[config.mk]
export PLATFORM = sky130hd
export DESIGN_NAME = wb_slave_pid_regs_flat
export DESIGN_NICKNAME = d
export VERILOG_FILES = /design/src/rtl/wb_slave_pid_regs_if.sv /design/src/rtl/wb_slave_pid_regs.sv /design/src/flat_wrapper.sv
export SDC_FILE = /design/constraint.sdc
export NUM_CORES = 1
export LEC_CHECK = 0
export BUFFER_PORTS_ARGS = -buffer_cell sky130_fd_sc_hd__buf_2
export CORE_MARGIN = 4
export CORE_UTILIZATION = 45
export DETAILED_ROUTE_END_ITERATION = 8
export PLACE_DENSITY = 0.7
export SLEW_MARGIN = 25
export SYNTH_ARGS = -nofsm -noshare
export SYNTH_HDL_FRONTEND = slang
export SYNTH_SLANG_ARGS = --single-unit
[constraint.sdc]
create_clock -name wb_clk_i -period 29.4 [get_ports wb_clk_i]
set_input_delay 2.94 -clock wb_clk_i [delete_from_list [all_inputs] [get_ports wb_clk_i]]
set_output_delay 2.94 -clock wb_clk_i [all_outputs]
set_load 0.05 [all_outputs]
[src/rtl/wb_slave_pid_regs_if.sv]
// Wishbone slave-side bundle between the interconnect and the PID register bank.
// Handshake: a request is taken when cyc&stb are high and no response is in flight; exactly one of ack/err answers it one cycle later.
interface wb_slave_pid_regs_if #(
  parameter int ADR_W = 16
);
  logic [ADR_W-1:0] wbs_adr_i;
  logic             wbs_we_i;
  logic             wbs_cyc_i;
  logic             wbs_stb_i;
  logic [31:0]      wbs_dat_i;
  logic [31:0]      wbs_dat_o;
  logic             wbs_ack_o;
  logic             wbs_err_o;

  modport master (
    output wbs_adr_i, wbs_we_i, wbs_cyc_i, wbs_stb_i, wbs_dat_i,
    input  wbs_dat_o, wbs_ack_o, wbs_err_o
  );

  modport slave (
    input  wbs_adr_i, wbs_we_i, wbs_cyc_i, wbs_stb_i, wbs_dat_i,
    output wbs_dat_o, wbs_ack_o, wbs_err_o
  );
endinterface

[src/rtl/wb_slave_pid_regs.sv]
// PID configuration register bank: staged gains/setpoint committed atomically on a PV write,
// with captured PID result and status read-back over a single-cycle-latency Wishbone slave.
module wb_slave_pid_regs #(
  parameter int ADR_W = 16,
  parameter int CNT_W = 16
) (
  input  logic                wb_clk_i,
  input  logic                wb_rst_i,
  wb_slave_pid_regs_if.slave  wbs,
  output logic [31:0]         kp_o,
  output logic [31:0]         ki_o,
  output logic [31:0]         kd_o,
  output logic [31:0]         sp_o,
  output logic [31:0]         pv_o,
  output logic                sample_o,
  input  logic [31:0]         pid_result_i,
  input  logic                pid_done_i
);

  logic [31:0]      kp_stg_q, ki_stg_q, kd_stg_q, sp_stg_q;
  logic [31:0]      kp_q, ki_q, kd_q, sp_q, pv_q;
  logic [31:0]      result_q, dat_q, dat_d;
  logic [CNT_W-1:0] count_q, count_d;
  logic             busy_q, busy_d, rvalid_q, rvalid_d;
  logic             ack_q, err_q, sample_q;

  logic       accept, addr_ok, bad, ok;
  logic [2:0] idx;
  logic [15:0] count16;
  logic       stg_wr, pv_wr, status_rd;

  assign accept  = wbs.wbs_cyc_i && wbs.wbs_stb_i && !ack_q && !err_q;
  assign count16 = 16'(count_q);

  always_comb begin
    idx     = wbs.wbs_adr_i[4:2];
    addr_ok = (wbs.wbs_adr_i[1:0] == 2'b00) && (wbs.wbs_adr_i <= ADR_W'(24));
    // RESULT and STATUS (index 5, 6) are read-only; writing them is an error.
    bad       = !addr_ok || (wbs.wbs_we_i && (idx >= 3'd5));
    ok        = accept && !bad;
    stg_wr    = ok && wbs.wbs_we_i && (idx < 3'd4);
    pv_wr     = ok && wbs.wbs_we_i && (idx == 3'd4);
    status_rd = ok && !wbs.wbs_we_i && (idx == 3'd6);
  end

  always_comb begin
    dat_d = 32'h0;
    if (ok && !wbs.wbs_we_i) begin
      case (idx)
        3'd0:    dat_d = kp_stg_q;
        3'd1:    dat_d = ki_stg_q;
        3'd2:    dat_d = kd_stg_q;
        3'd3:    dat_d = sp_stg_q;
        3'd4:    dat_d = pv_q;
        3'd5:    dat_d = result_q;
        3'd6:    dat_d = {count16, 14'b0, busy_q, rvalid_q};
        default: dat_d = 32'h0;
      endcase
    end
  end

  // A new sample dominates a coincident completion; a completion dominates a status-read clear.
  always_comb begin
    busy_d = busy_q;
    if (pid_done_i) busy_d = 1'b0;
    if (pv_wr)      busy_d = 1'b1;
    rvalid_d = rvalid_q;
    if (status_rd)  rvalid_d = 1'b0;
    if (pid_done_i) rvalid_d = 1'b1;
    count_d = pv_wr ? count_q + 1'b1 : count_q;
  end

  always_ff @(posedge wb_clk_i or posedge wb_rst_i) begin
    if (wb_rst_i) begin
      kp_stg_q <= '0; ki_stg_q <= '0; kd_stg_q <= '0; sp_stg_q <= '0;
      kp_q     <= '0; ki_q     <= '0; kd_q     <= '0; sp_q     <= '0;
      pv_q     <= '0;
      result_q <= '0;
      dat_q    <= '0;
      count_q  <= '0;
      busy_q   <= 1'b0;
      rvalid_q <= 1'b0;
      ack_q    <= 1'b0;
      err_q    <= 1'b0;
      sample_q <= 1'b0;
    end else begin
      ack_q    <= ok;
      err_q    <= accept && bad;
      sample_q <= pv_wr;
      dat_q    <= dat_d;
      count_q  <= count_d;
      busy_q   <= busy_d;
      rvalid_q <= rvalid_d;
      if (pid_done_i) result_q <= pid_result_i;
      if (stg_wr) begin
        case (idx[1:0])
          2'd0:    kp_stg_q <= wbs.wbs_dat_i;
          2'd1:    ki_stg_q <= wbs.wbs_dat_i;
          2'd2:    kd_stg_q <= wbs.wbs_dat_i;
          default: sp_stg_q <= wbs.wbs_dat_i;
        endcase
      end
      if (pv_wr) begin
        pv_q <= wbs.wbs_dat_i;
        kp_q <= kp_stg_q;
        ki_q <= ki_stg_q;
        kd_q <= kd_stg_q;
        sp_q <= sp_stg_q;
      end
    end
  end

  assign wbs.wbs_ack_o = ack_q;
  assign wbs.wbs_err_o = err_q;
  assign wbs.wbs_dat_o = dat_q;
  assign kp_o     = kp_q;
  assign ki_o     = ki_q;
  assign kd_o     = kd_q;
  assign sp_o     = sp_q;
  assign pv_o     = pv_q;
  assign sample_o = sample_q;

endmodule
[src/flat_wrapper.sv]
// flat-port wrapper written by rule: the top's interface ports become plain ports
module wb_slave_pid_regs_flat 
#(
  parameter int ADR_W = 16,
  parameter int CNT_W = 16
)
  (wb_clk_i, wb_rst_i, kp_o, ki_o, kd_o, sp_o, pv_o, sample_o, pid_result_i, pid_done_i, wbs_wbs_adr_i, wbs_wbs_we_i, wbs_wbs_cyc_i, wbs_wbs_stb_i, wbs_wbs_dat_i, wbs_wbs_dat_o, wbs_wbs_ack_o, wbs_wbs_err_o);
  wb_slave_pid_regs_if #(.ADR_W(ADR_W)) wbs_i ();
  input  logic wb_clk_i;
  input  logic wb_rst_i;
  output logic [31:0] kp_o;
  output logic [31:0] ki_o;
  output logic [31:0] kd_o;
  output logic [31:0] sp_o;
  output logic [31:0] pv_o;
  output logic sample_o;
  input  logic [31:0] pid_result_i;
  input  logic pid_done_i;
  input wire logic [$bits(wbs_i.wbs_adr_i)-1:0] wbs_wbs_adr_i;
  input wire logic [$bits(wbs_i.wbs_we_i)-1:0] wbs_wbs_we_i;
  input wire logic [$bits(wbs_i.wbs_cyc_i)-1:0] wbs_wbs_cyc_i;
  input wire logic [$bits(wbs_i.wbs_stb_i)-1:0] wbs_wbs_stb_i;
  input wire logic [$bits(wbs_i.wbs_dat_i)-1:0] wbs_wbs_dat_i;
  output wire logic [$bits(wbs_i.wbs_dat_o)-1:0] wbs_wbs_dat_o;
  output wire logic [$bits(wbs_i.wbs_ack_o)-1:0] wbs_wbs_ack_o;
  output wire logic [$bits(wbs_i.wbs_err_o)-1:0] wbs_wbs_err_o;
  assign wbs_i.wbs_adr_i = wbs_wbs_adr_i;
  assign wbs_i.wbs_we_i = wbs_wbs_we_i;
  assign wbs_i.wbs_cyc_i = wbs_wbs_cyc_i;
  assign wbs_i.wbs_stb_i = wbs_wbs_stb_i;
  assign wbs_i.wbs_dat_i = wbs_wbs_dat_i;
  assign wbs_wbs_dat_o = wbs_i.wbs_dat_o;
  assign wbs_wbs_ack_o = wbs_i.wbs_ack_o;
  assign wbs_wbs_err_o = wbs_i.wbs_err_o;
  wb_slave_pid_regs #(.ADR_W(ADR_W), .CNT_W(CNT_W)) u_core (.wb_clk_i(wb_clk_i), .wb_rst_i(wb_rst_i), .wbs(wbs_i), .kp_o(kp_o), .ki_o(ki_o), .kd_o(kd_o), .sp_o(sp_o), .pv_o(pv_o), .sample_o(sample_o), .pid_result_i(pid_result_i), .pid_done_i(pid_done_i));
endmodule
Yosys cells after proc, flatten, opt, wreduce, memory -nomap -nowiden
Index checks and enable logic that the tools add are counted. Widths: inputs -> output; s select.

Eq/ne operators: 8. Add/sub/neg operators: 1. Order comparisons: 3. Mux-type cells: 6. Reductions and logical operators: 28. Bitwise logic cells: 1.

Operators by type and width (number): $pmux 32 s7 (1); $mux 32 (1); $add 16x1->16 const B (1); $le 16x5->1 const B (1); $logic_and 1x1->1 (12); $eq 3x3->1 const B (3); $reduce_and 2->1 (4); $eq 3x2->1 const B (2); $logic_not 1->1 (5); $logic_not 2->1 (2); $mux 1 (4); $reduce_bool 2->1 (2); $eq 3x1->1 const B (1); $ge 3x3->1 const B (1); $logic_not 3->1 (1); $lt 3x3->1 const B (1); $reduce_or 3->1 (1); $eq 2x1->1 const B (1); $eq 2x2->1 const B (1); $logic_or 1x1->1 (1); $not 1->1 (1).

Input port bits: 86. Bits in registers: 373. Logic and storage cells: 64.

Depth between registers and ports, before layout
Word-level depth: 10. Gate-level depth with buffers: 9. Gate-level depth less buffers: 5.

Worst setup path after synthesis
OpenSTA, ideal clock, no wires.

Kind: input port to flip-flop. From: in wbs_wbs_adr_i[11]. To: reg u_core.kd_stg_q[0]. Arrival time: 4.885 ns. Buffers on the path: 2. Setup slack: 24.390 ns. Cell stages on the path: 7. Setup time: 0.125 ns. Cells stage by stage: or4_1 a211o_1 or2_1 or3_1 buf_6 buf_6 mux2_4.

Word-level cells in the longest chain between the ends: 9.

Ends and longest elaborated chain: start: declaration (line flat_wrapper.sv:19) `input wire logic [$bits(wbs_i.wbs_adr_i)-1:0] wbs_wbs_adr_i;`; $le 16x5->1 (line wb_slave_pid_regs.sv:37) `addr_ok = (wbs.wbs_adr_i[1:0] == 2'b00) && (wbs.wbs_adr_i <= ADR_W'(24));`; $logic_and 1x1->1 (line wb_slave_pid_regs.sv:37); $logic_not 1->1 (line wb_slave_pid_regs.sv:39) `bad = !addr_ok || (wbs.wbs_we_i && (idx >= 3'd5));`; $logic_or 1x1->1 (line wb_slave_pid_regs.sv:39); $logic_not 1->1 (line wb_slave_pid_regs.sv:40) `ok = accept && !bad;`; $logic_and 1x1->1 (line wb_slave_pid_regs.sv:40); $logic_and 1x1->1 (2 in series) (line wb_slave_pid_regs.sv:41) `stg_wr = ok && wbs.wbs_we_i && (idx < 3'd4);`; $reduce_and 2->1 (no line); end signal: assignment (line wb_slave_pid_regs.sv:99) `2'd2: kd_stg_q <= wbs.wbs_dat_i;`; end: declaration (line wb_slave_pid_regs.sv:20) `logic [31:0] kp_stg_q, ki_stg_q, kd_stg_q, sp_stg_q;`.

No other way between the ends. A chain may end at the register's enable or synchronous reset.

Worst setup path in the final report
From: in wbs_wbs_adr_i[2]. To: reg u_core.ki_stg_q[24].

Word-level cells in the longest chain between the ends: 9.

Ends and longest elaborated chain: $le 16x5->1 (line wb_slave_pid_regs.sv:37); $logic_and 1x1->1 (line wb_slave_pid_regs.sv:37); $logic_not 1->1 (line wb_slave_pid_regs.sv:39); $logic_or 1x1->1 (line wb_slave_pid_regs.sv:39); $logic_not 1->1 (line wb_slave_pid_regs.sv:40); $logic_and 1x1->1 (line wb_slave_pid_regs.sv:40); $logic_and 1x1->1 (2 in series) (line wb_slave_pid_regs.sv:41); $reduce_and 2->1 (no line) *; end signal: assignment (line wb_slave_pid_regs.sv:98) `2'd1: ki_stg_q <= wbs.wbs_dat_i;`; end: declaration (line wb_slave_pid_regs.sv:20).

Every way passes the cells marked *; elsewhere a longest branch is shown, timed or not.

==> impl_summary.log <==
INFO  metric run_status = complete, no violations
INFO  metric synth_top_cells_by_area = sky130_fd_sc_hd__dfrtp_1 (60%), sky130_fd_sc_hd__nand2_1 (12%), sky130_fd_sc_hd__mux2_2 (9.7%)
INFO  metric dp_hpwl = between 20 and 30 mm
INFO  metric yosys_register_bits = 373
INFO  metric distinct_cell_type_count_of_the_synthesized_netlist = 52
INFO  metric worst_slew_pin_slew = roughly 1.1 ns
INFO  metric total_global_route_track_usage = 23.1%
INFO  metric drcViolationCount = 0
INFO  metric skew_final = 0.0163 ns
INFO  metric postRouteWirelength = between 40 and 50 mm
INFO  metric clk_latency = 0.53 ns
INFO  metric synthMuxAreaShare = 16.6%
INFO  metric synthCells = about 1.4k
INFO  metric critical_path.startpoint_type = primary input
INFO  metric synth_enable_flop_cells = 0
INFO  metric postPlaceCellArea = 17400 um^2
INFO  metric synth.net_count = 1509
INFO  metric die_x = 194 um
INFO  metric synth_xor_area_share = less than 1%
INFO  metric globalplace.congestion = 0.802
INFO  metric floorplan.initialDensity = 46.0%
INFO  metric clk_transition_reported_paths = 0.06 ns
INFO  metric route.detailed.vias_per_inst = roughly 5.3
INFO  metric synth_seq_area_share = 59.9%
INFO  metric timing_worst_setup_path_type = primary input to register
INFO  metric rsz0062_at_grt = false
INFO  metric met1Wirelength = 19.3 mm
INFO  metric io_buffers = 280
INFO  metric clockBufferDepth = 3
INFO  metric irDropWorstVdd = 0.0318 mV
INFO  metric hold_violation_count_in_the_final_report = 0
INFO  metric worst-r2r-setup-slack = approximately 26 ns
INFO  metric met3RoutedLength = between 2 and 3 mm
INFO  metric synth_fa_ha_area_share = 0.145%
INFO  metric combined_area_of_the_multi_input_logic_cells = 5890 um^2
INFO  metric placement_rows = 67
INFO  metric clock.fmax = 0.166 GHz
INFO  metric coreArea = 33900 um^2
INFO  metric critical_path.endpoint_type = register
INFO  metric most_used_flip_flop_cell_after_synthesis = sky130_fd_sc_hd__dfrtp_1
INFO  metric max-slew-margin-rel = 28.7%
INFO  metric reg2reg_to = u_core.kd_stg_q[24]
INFO  metric final_cells = 2155
INFO  metric mean_cell_area_of_the_mapped_netlist = 11.0 um^2
INFO  metric number_of_clock_buffers_inserted_by_tritoncts = 39
INFO  metric top_level_ports = 281
INFO  metric seqCellArea = 9330 um^2
INFO  metric drt_pre_antenna_iters = 5
INFO  metric design.final.nets = 1760
INFO  metric fillerInstances = 2961
INFO  metric grt_start_max_net_pins = 140
INFO  metric post_route_cells_drive_above_1_share = 31.9%
INFO  metric postCtsSetupRepairBufs = 0
INFO  metric yosys.area_share.simple = 15.7%
INFO  metric fin_area = 18700 um^2
INFO  metric vias = 11.5k
INFO  metric setup_tns = 0 ns
INFO  metric crit_required = 29.81 ns
INFO  metric via_count_of_the_first_global_routing_pass = 11.7k
INFO  metric cp_max_fo = between 40 and 50
INFO  metric area.growth.synth_to_final = 20.1%
INFO  metric ant_nets = 0
INFO  metric p_per_area = 56.5 nW/um^2
INFO  metric highest-signal-layer = met4
INFO  metric arrival = 6.45 ns
INFO  metric clk_root_buffer_cell = sky130_fd_sc_hd__clkbuf_16
INFO  metric synth_async_sr_flop_share = 100%
INFO  metric synth_largest_area_cell = sky130_fd_sc_hd__dfrtp_1
INFO  metric hold_buf_cts = 0
INFO  metric hold_path_depth = 2
INFO  metric number_of_drc_markers_after_the_initial_detailed_route_iteration = 620
INFO  metric die_footprint = 37700 um^2
INFO  metric synth_compound_area_share = 4.23%
INFO  metric clock_tree.htree_level_count = 2
INFO  metric clock_sink_count = 373
INFO  metric yosysWarningCount = 0
INFO  metric finalCritPeriodShare = between 20 and 25%
INFO  metric post_synth_instance_area = 15600 um^2
INFO  metric antenna_found_initial = 3
INFO  metric post-place-cells = 2080
INFO  metric report.final.slew_viol_count = 0
INFO  metric final-setup-viol-count = 0
INFO  metric first_pass_grt_wire_length = 69.1 mm
INFO  metric cellLeakagePower = 10.3 nW
INFO  metric yosys-top-cells-count = sky130_fd_sc_hd__nand2_1 (518), sky130_fd_sc_hd__dfrtp_1 (373), sky130_fd_sc_hd__mux2_2 (134)
INFO  metric worst_hold_path_type = register to register
INFO  metric cell_with_the_most_instances_after_synthesis = sky130_fd_sc_hd__nand2_1
INFO  metric cts_tree = done
INFO  metric die_h = between 150 and 200 um
INFO  metric setup.worst_path.end = u_core.ki_stg_q[24]
INFO  metric met2_length = 21.1 mm
INFO  metric wl_per_cell = 20.5 um
INFO  metric r2r_cells = 6
INFO  metric critical_path_startpoint = wbs_wbs_adr_i[2]
INFO  metric max_cap_violations = 0
INFO  metric post-synth-top-area-fraction = between 50% and 60%
INFO  metric crit_reg_reg_startpoint = u_core.wbs.wbs_ack_o
INFO  metric synth_top_family_by_area = multiplexers
INFO  metric grt_ovf = 0
INFO  metric postCtsResizedCells = 0
INFO  metric layout_min_cycle_time = 6.04 ns
metrics by stage:
stage | hold WS (ns) | setup WS [ns] | util, % | power [mW]
2_1_floorplan | 0.445 | 16.10 | - | 0.554
3_3_place_gp | 0.447 | 22.58 | 51.1 | 0.573
3_5_place_dp | 0.450 | 22.56 | 51.3 | 0.574
4_1_cts | 0.463 | 23.12 | 55.1 | 1.07
5_1_grt | 0.482 | 23.26 | 55.2 | 1.09
6_report | 0.458 | 23.36 | 55.2 | 1.06
how the worst min path moves through the flow:
stage,start,to,slack (ns)
floorplan,u_core.count16[15],u_core.count16[15],0.45
global placement,u_core.sp_o[28],u_core.sp_o[28],0.45
detailed placement,u_core.sp_o[16],u_core.sp_o[16],0.45
CTS,u_core.sp_o[16],u_core.sp_o[16],0.46
global route,u_core.kp_o[30],u_core.kp_o[30],0.48
finish,u_core.sp_o[16],u_core.sp_o[16],0.46
cell type report:
cell class	instances	area share, %
repair buffers	297	8.49
flip-flops and latches	373	49.9
multi-input cells	956	31.5
clock inverters	17	0.869
diodes	4	0.0535
clock buffers	54	6.06
inverters	6	0.187
well taps	448	3.00
per-layer routing:
layer	vias to the layer above	GRT usage, %
li1	5218	-
met2	408	37.2
met3	59	4.12
met1	5800	32.9
met4	0	5.44
met5	-	0
layout by cell type, fill, tap and decap left out, types with 8 or more instances in the layout:
cell / instances
sky130_fd_sc_hd__a21oi_1: 23
sky130_fd_sc_hd__buf_2: 278
sky130_fd_sc_hd__nand2_1: 518
sky130_fd_sc_hd__clkbuf_16: 40
sky130_fd_sc_hd__xnor2_1: 9
sky130_fd_sc_hd__a221oi_1: 9
sky130_fd_sc_hd__buf_4: 13
sky130_fd_sc_hd__nand4_1: 9
sky130_fd_sc_hd__o21ai_0: 22
sky130_fd_sc_hd__a22oi_1: 13
sky130_fd_sc_hd__dfrtp_1: 373
sky130_fd_sc_hd__mux2i_1: 43
sky130_fd_sc_hd__mux2_2: 134
sky130_fd_sc_hd__mux2_4: 30
sky130_fd_sc_hd__nor2_1: 54
sky130_fd_sc_hd__clkinv_2: 9
sky130_fd_sc_hd__clkbuf_8: 8
cells by family after synthesis:
group / after synthesis
and+or+nand+nor: 620
muxes: 219
DFF: 373
xor gates and xnor gates: 15
adders and majority gates: 2
AOI/OAI and AO/OA: 100
buffers and inverters: 93
critical path: stages:
cell	delay [ns]
sky130_fd_sc_hd__buf_4	0.38
sky130_fd_sc_hd__buf_4	0.65
sky130_fd_sc_hd__nor2b_2	0.69
sky130_fd_sc_hd__and2_0	0.47
sky130_fd_sc_hd__and2b_2	0.85
sky130_fd_sc_hd__mux2_2	0.43
flip-flops by register name (all words and copies together) (netlist names), 16 cells and up:
register              cells
u_core.kp_stg_q          32
u_core.kp_o              32
u_core.count16           16
u_core.sp_stg_q          32
u_core.sp_o              32
u_core.ki_stg_q          32
u_core.ki_o              32
u_core.pv_o              32
u_core.result_q          32
u_core.wbs.wbs_dat_o     32
u_core.kd_stg_q          32
u_core.kd_o              32
where the power goes:
| part | leakage (nW) | switching [mW] | internal, mW |
|---|---|---|---|
| clock | 0.641 | 0.204 | 0.289 |
| combinational | 4.49 | 0.0297 | 0.0143 |
| sequential | 5.13 | 0.00251 | 0.518 |
| total | 10.3 | 0.236 | 0.821 |
No activity file was read; power rests on OpenSTA's default activity.
